<file path="src/rtl/multi_channel_averager.sv">
// Averages 2^LOG2_N signed samples per packed channel, in block mode (MODE=0) or sliding-window mode (MODE=1).
// Result and ready pulse are registered one clock after the accepting valid; there is no backpressure, and i_Clear drops any coincident sample.
module multi_channel_averager #(
  parameter int DATA_WIDTH = 12,
  parameter int CHANNELS   = 3,
  parameter int LOG2_N     = 4,
  parameter int MODE       = 0,
  parameter int ROUND      = 1
) (
  input  logic                           clk,
  input  logic                           reset,
  input  logic [CHANNELS*DATA_WIDTH-1:0] i_Sample_Data,
  input  logic                           i_Sample_Valid,
  input  logic                           i_Clear,
  output logic [CHANNELS*DATA_WIDTH-1:0] o_AVG_Average,
  output logic                           o_AVG_Ready,
  output logic [LOG2_N:0]                o_AVG_Count
);

  localparam int N    = 1 << LOG2_N;
  localparam int AW   = DATA_WIDTH + LOG2_N;
  localparam int PW   = (LOG2_N > 0) ? LOG2_N : 1;
  localparam int RVAL = (ROUND == 1) ? N / 2 : 0;
  localparam logic [LOG2_N:0] N_CNT = (LOG2_N+1)'(N);

  if (LOG2_N < 0 || LOG2_N > 8 || CHANNELS < 1 || DATA_WIDTH < 2 || DATA_WIDTH > 24 ||
      (MODE != 0 && MODE != 1) || (ROUND != 0 && ROUND != 1)) begin : g_param_check
    $fatal(1, "multi_channel_averager: illegal parameter combination");
  end

  logic [LOG2_N:0] cnt;
  logic [LOG2_N:0] cnt_inc;
  logic            at_full;
  logic            full_now;
  logic            accept;
  logic signed [DATA_WIDTH-1:0] oldest [CHANNELS];

  assign accept   = i_Sample_Valid && !i_Clear;
  assign cnt_inc  = cnt + (LOG2_N+1)'(1);
  assign at_full  = (cnt == N_CNT);
  // Block mode completes on exactly the Nth sample; window mode on every sample once full.
  assign full_now = (MODE == 0) ? (cnt_inc == N_CNT) : (at_full || cnt_inc == N_CNT);

  always_ff @(posedge clk) begin
    if (!reset) begin
      cnt         <= '0;
      o_AVG_Ready <= 1'b0;
    end else if (i_Clear) begin
      cnt         <= '0;
      o_AVG_Ready <= 1'b0;
    end else begin
      o_AVG_Ready <= i_Sample_Valid && full_now;
      if (i_Sample_Valid) begin
        if (MODE == 0) cnt <= full_now ? '0 : cnt_inc;
        else           cnt <= at_full ? cnt : cnt_inc;
      end
    end
  end

  assign o_AVG_Count = cnt;

  if (MODE == 1) begin : g_window
    logic [PW-1:0] wptr;

    always_ff @(posedge clk) begin
      if (!reset || i_Clear)  wptr <= '0;
      else if (i_Sample_Valid) wptr <= (wptr == PW'(N-1)) ? '0 : wptr + PW'(1);
    end

    for (genvar k = 0; k < CHANNELS; k++) begin : g_buf
      logic signed [DATA_WIDTH-1:0] mem [N];

      // Stale entries are harmless: the fill gate masks them until the window is full.
      always_ff @(posedge clk) begin
        if (reset && accept) mem[wptr] <= i_Sample_Data[k*DATA_WIDTH +: DATA_WIDTH];
      end

      assign oldest[k] = at_full ? mem[wptr] : '0;
    end
  end else begin : g_block
    for (genvar k = 0; k < CHANNELS; k++) begin : g_zero
      assign oldest[k] = '0;
    end
  end

  for (genvar k = 0; k < CHANNELS; k++) begin : g_lane
    logic signed [DATA_WIDTH-1:0] sample;
    logic signed [AW-1:0]         acc;
    logic signed [AW-1:0]         acc_next;
    logic signed [AW:0]           rounded;
    logic signed [DATA_WIDTH-1:0] avg_q;

    assign sample   = i_Sample_Data[k*DATA_WIDTH +: DATA_WIDTH];
    assign acc_next = acc + AW'(sample) - AW'(oldest[k]);
    // One extra bit so adding the rounding constant to a maximal sum cannot wrap.
    assign rounded  = (AW+1)'(acc_next) + (AW+1)'(RVAL);

    always_ff @(posedge clk) begin
      if (!reset) begin
        acc   <= '0;
        avg_q <= '0;
      end else if (i_Clear) begin
        acc   <= '0;
      end else if (i_Sample_Valid) begin
        acc <= (MODE == 0 && full_now) ? '0 : acc_next;
        if (full_now) avg_q <= DATA_WIDTH'(rounded >>> LOG2_N);
      end
    end

    assign o_AVG_Average[k*DATA_WIDTH +: DATA_WIDTH] = avg_q;
  end

endmodule
</file>
<file path="config.mk">
export PLATFORM = sky130hd
export DESIGN_NAME = multi_channel_averager
export DESIGN_NICKNAME = d
export VERILOG_FILES = /design/src/rtl/multi_channel_averager.sv
export SDC_FILE = /design/constraint.sdc
export NUM_CORES = 1
export LEC_CHECK = 0
export CORE_ASPECT_RATIO = 2
export CORE_MARGIN = 2
export CORE_UTILIZATION = 33
export CTS_BUF_LIST = sky130_fd_sc_hd__clkbuf_4 sky130_fd_sc_hd__clkbuf_8
export CTS_CLUSTER_SIZE = 25
export DETAILED_ROUTE_END_ITERATION = 6
export PLACE_DENSITY = 0.65
export SKIP_LAST_GASP = 1
export SLEW_MARGIN = 5
export SYNTH_ARGS = -nofsm -noshare
export SYNTH_HDL_FRONTEND = slang
export SYNTH_SLANG_ARGS = --single-unit
export TNS_END_PERCENT = 10
</file>
<file path="constraint.sdc">
create_clock -name clk -period 3.64 [get_ports clk]
set_input_delay 0.728 -clock clk [delete_from_list [all_inputs] [get_ports clk]]
set_output_delay 0.728 -clock clk [all_outputs]
set_load 0.005 [all_outputs]
</file>
==> metrics.md <==
| Metric | Value |
|---|---|
| Fin crit period | 3.57 ns |
| Syn. warnings | 0 |
| Post-synthesis adder-cell area fraction | 0.107 |
| Max Cap Violations | 0 |
| CTS tree | built |
| Peak VDD IR | 0.155 mV |
| Final Slew Violations | 0 |
| Routed via count | 6480 |
| Input/output buffers | 81 |
| Compound-Gate Fraction of Synth Area | 0.267 |
| # rows | 71 |
| Kind of critical path | in -> reg |
| CP Launch Type | input port |
| Static Leak | 3.46 nW |
| DP Wirelength | 15400 microns |
| Class of the worst hold path | reg -> reg |
| Met3 usage | 0.0245 |
| Initial DRC count | 205 |
| Area Overhead vs Synth | 34.8% |
| Slew @ Worst Pin | 0.795 ns |
| Fin worst setup slack | 0.0675 ns |
| Design Power | 2.56 mW |
| Final WL | 19900 microns |
| #FFs+latches synth | 90 |
| CTS Buffer Depth | 2 |
| Critical Path Sink Type | register |
| Clock Sinks | 90 |
| Pre-CTS WS | -0.521 ns |
| Final Hold Viols | 0 |
| Largest family of logic cells by synthesized area | compound AO/OA/AOI/OAI gates |
| Cell taking the most area after synthesis | dfxtp_1 |
| Outcome | complete, no violations |
| Post-synth top flop | dfxtp_1 |
| Post-synth EDFFs | 0 |
| Post-synthesis cell type count | 74 |
| Mean routed wirelength per cell | 16.5 microns |
| Final worst-path cycle share | 0.981 |
| Initial Utilization | 0.335 |
| Area contributors post-synth | dfxtp_1, ha_1, nor2_1, a22oi_1, xnor2_1 |
| Post-Synth Simple-Gate Area | 0.215 |
| Data required, critical path | 3.93 ns |
| Num CTS Buffers | 9 |
| Fmax | 280 MHz |
| Grt ovf | 0 |
| GRT Max-Usage Layer | met2 |
| Die height | 199 microns |
| GR met1 Demand/Resource | 0.184 |
| TNS Setup | 0 ns |
| Synthesized Nets | 866 |
| Ys async rst share | 0 |
| Met2 track demand over resource | 0.389 |
| Final setup fails | 0 |
| Ports | 82 |
| DRT Pass-1 Iters | 4 |
| Clock Skew | 0.0239 ns |
| Die X | 102 microns |
| Post-Synthesis Cells | 774 |
| Placed cell areas | 8160 sq um |
| Fill count | 1886 |
| Mux contribution to synthesized area | 0.00796 |
| Antenna-violating nets left | 0 |
| Clk_lat worst skew | 0.39 ns |
| Seq/Total Area, Yosys | 0.287 |
| Share of post-route cells with drive strength above 1 | 0.181 |
| Finished Cell Area | 8470 sq um |
| Unrepaired setup endpoints after global routing | true |
| First-pass GRT wire length | 31500 microns |
| Total power per unit cell area | 302 nW/um^2 |
| Largest net degree at the start of global routing | 51 |
| Inserted Diodes | 0 |
| Placer Congestion | 0.924 |
| CP max FO | 4 |
| CTS clock-pin slew for the worst setup and hold paths | 0.09 ns |
| Synth Area per Inst | 8.12 sq um |
| Max_slew headroom | 0.463 |
| Yosys top cell area share | 0.287 |
| Via-per-instance ratio | 5.36 |
| Nets@finish | 1041 |
| Core area | 18700 sq um |
| R2R Setup Slk | 0.51 ns |
| Synth Area in XOR/XNOR | 0.0792 |
| Root buf cell | clkbuf_8 |
| Die ar. | 20200 sq um |
| GR Util All Layers | 0.201 |
| DRC Markers | 0 |
| Post-synthesis instance area | 6290 sq um |
| Vias in the first global route | 6509 |
| Worst Path Arrival | 3.86 ns |
| H-tree depth | 3 |
| Final Util | 0.452 |
| Initial antenna violation count | 0 |
flip-flops by register name, summed over array words and instances, names as in the netlist:
register and count:
o_AVG_Ready 1, g_lane.acc 48, o_AVG_Count 5, g_lane.avg_q 36
layer usage:
layer | vias to the layer above | part of all wire
li1 | 3218 | -
met1 | 3052 | 0.35
met2 | 139 | 0.56
met3 | 71 | 0.026
met4 | 0 | 0.066
met5 | - | 0
cells in the final DEF, fill, tap and decap left out, types with 6 or more instances in the layout:
master and n:
a211oi_1 25, a21o_1 11, a21oi_1 44, a22oi_1 33
a311oi_1 6, a31oi_1 7, and2_1 6, and3_1 6
and4_1 6, buf_4 121, clkbuf_8 9, clkdlybuf4s50_1 79
dfxtp_1 90, ha_1 47, inv_1 21, nand2_1 46
nand2b_1 7, nand3_1 16, nand3b_1 8, nand4_1 8
nor2_1 108, nor2b_1 9, nor3_1 14, o211ai_1 7
o21a_1 13, o21ai_0 31, o31ai_1 9, or3_1 8
xnor2_1 28, xor2_1 27
per-stage QoR:
step	cells	hold WS, ns
floorplan	774	0.445
global route	1209	0.487
detailed placement	1189	0.446
CTS	1206	0.459
finish	1209	0.455
global placement	1189	0.440
power breakdown:
group / leakage, nW / switching [mW] / internal, mW
combinational: 2.64 / 0.417 / 0.380
sequential: 0.729 / 0.0153 / 1.01
clock: 0.0923 / 0.418 / 0.321
total: 3.46 / 0.850 / 1.71
synth_stat cells (3+ instances only):
cell        n
a211o_1     3
a211oi_1   27
a21boi_0    4
a21o_1     11
a21oi_1    45
a22oi_1    33
a311oi_1    7
a31oi_1    11
and2_1      6
and3_1      6
and4_1      6
clkbuf_1   35
dfxtp_1    90
fa_1        3
ha_1       49
inv_1      21
mux2i_1     5
nand2_1    46
nand2b_1    8
nand3_1    16
nand3b_1    8
nand4_1     8
nor2_1    108
nor2b_1    10
nor3_1     15
nor4_1      3
o211a_1     3
o211ai_1    7
o21a_1     13
o21ai_0    32
o21ai_1     3
o21bai_1    3
o31ai_1    10
o41ai_1     3
or2_2       5
or3_1       8
or4_1       5
xnor2_1    28
xor2_1     27
worst max-delay path: stages:
cell and delay, ns:
clkdlybuf4s50_1 0.46, ha_1 0.16, inv_1 0.05, fa_1 0.43, nor2b_4 0.17, o2111ai_4 0.17
a311oi_4 0.41, o31a_2 0.21, o31ai_1 0.07, nand3b_2 0.26, or4_1 0.48, a311oi_1 0.26
what timing repair did:
item,4_1_cts,5_1_grt
setup buffers,1,3
endpoints found under the setup margin,4,9
hold buffers,0,0
gates resized for setup,4,14
pin swaps,2,10
final timing paths:
| check | from | end | depth (start not counted) |
|---|---|---|---|
| max | i_Sample_Data[12] | g_lane[1].avg_q[10]$_SDFFE_PN0P_ | 12 |
| min | g_lane[1].avg_q[4]$_SDFFE_PN0P_ | g_lane[1].avg_q[4]$_SDFFE_PN0P_ | 2 |
| max reg2reg | g_lane[0].acc[0]$_SDFFE_PP0P_ | g_lane[0].avg_q[5]$_SDFFE_PN0P_ | 15 |
| min reg2reg | g_lane[1].avg_q[4]$_SDFFE_PN0P_ | g_lane[1].avg_q[4]$_SDFFE_PN0P_ | 2 |
area by class of cell:
class,count,area (sq um),share of cell area
Multi-Input combinational cell,623,4340,0.512
Sequential cell,90,1800,0.213
Timing Repair Buffer,202,1720,0.204
Tap cell,255,319,0.0377
Clock buffer,9,124,0.0146
Inverter,23,86.3,0.0102
Clock inverter,7,75.1,0.00886
logic make-up after synthesis:
family | after synthesis
xor+xnor | 56
flops | 90
mux | 5
fa+ha+maj | 52
buf+inv | 61
compound gates | 241
simple gates | 269
Power figures use the tool's default switching activity.
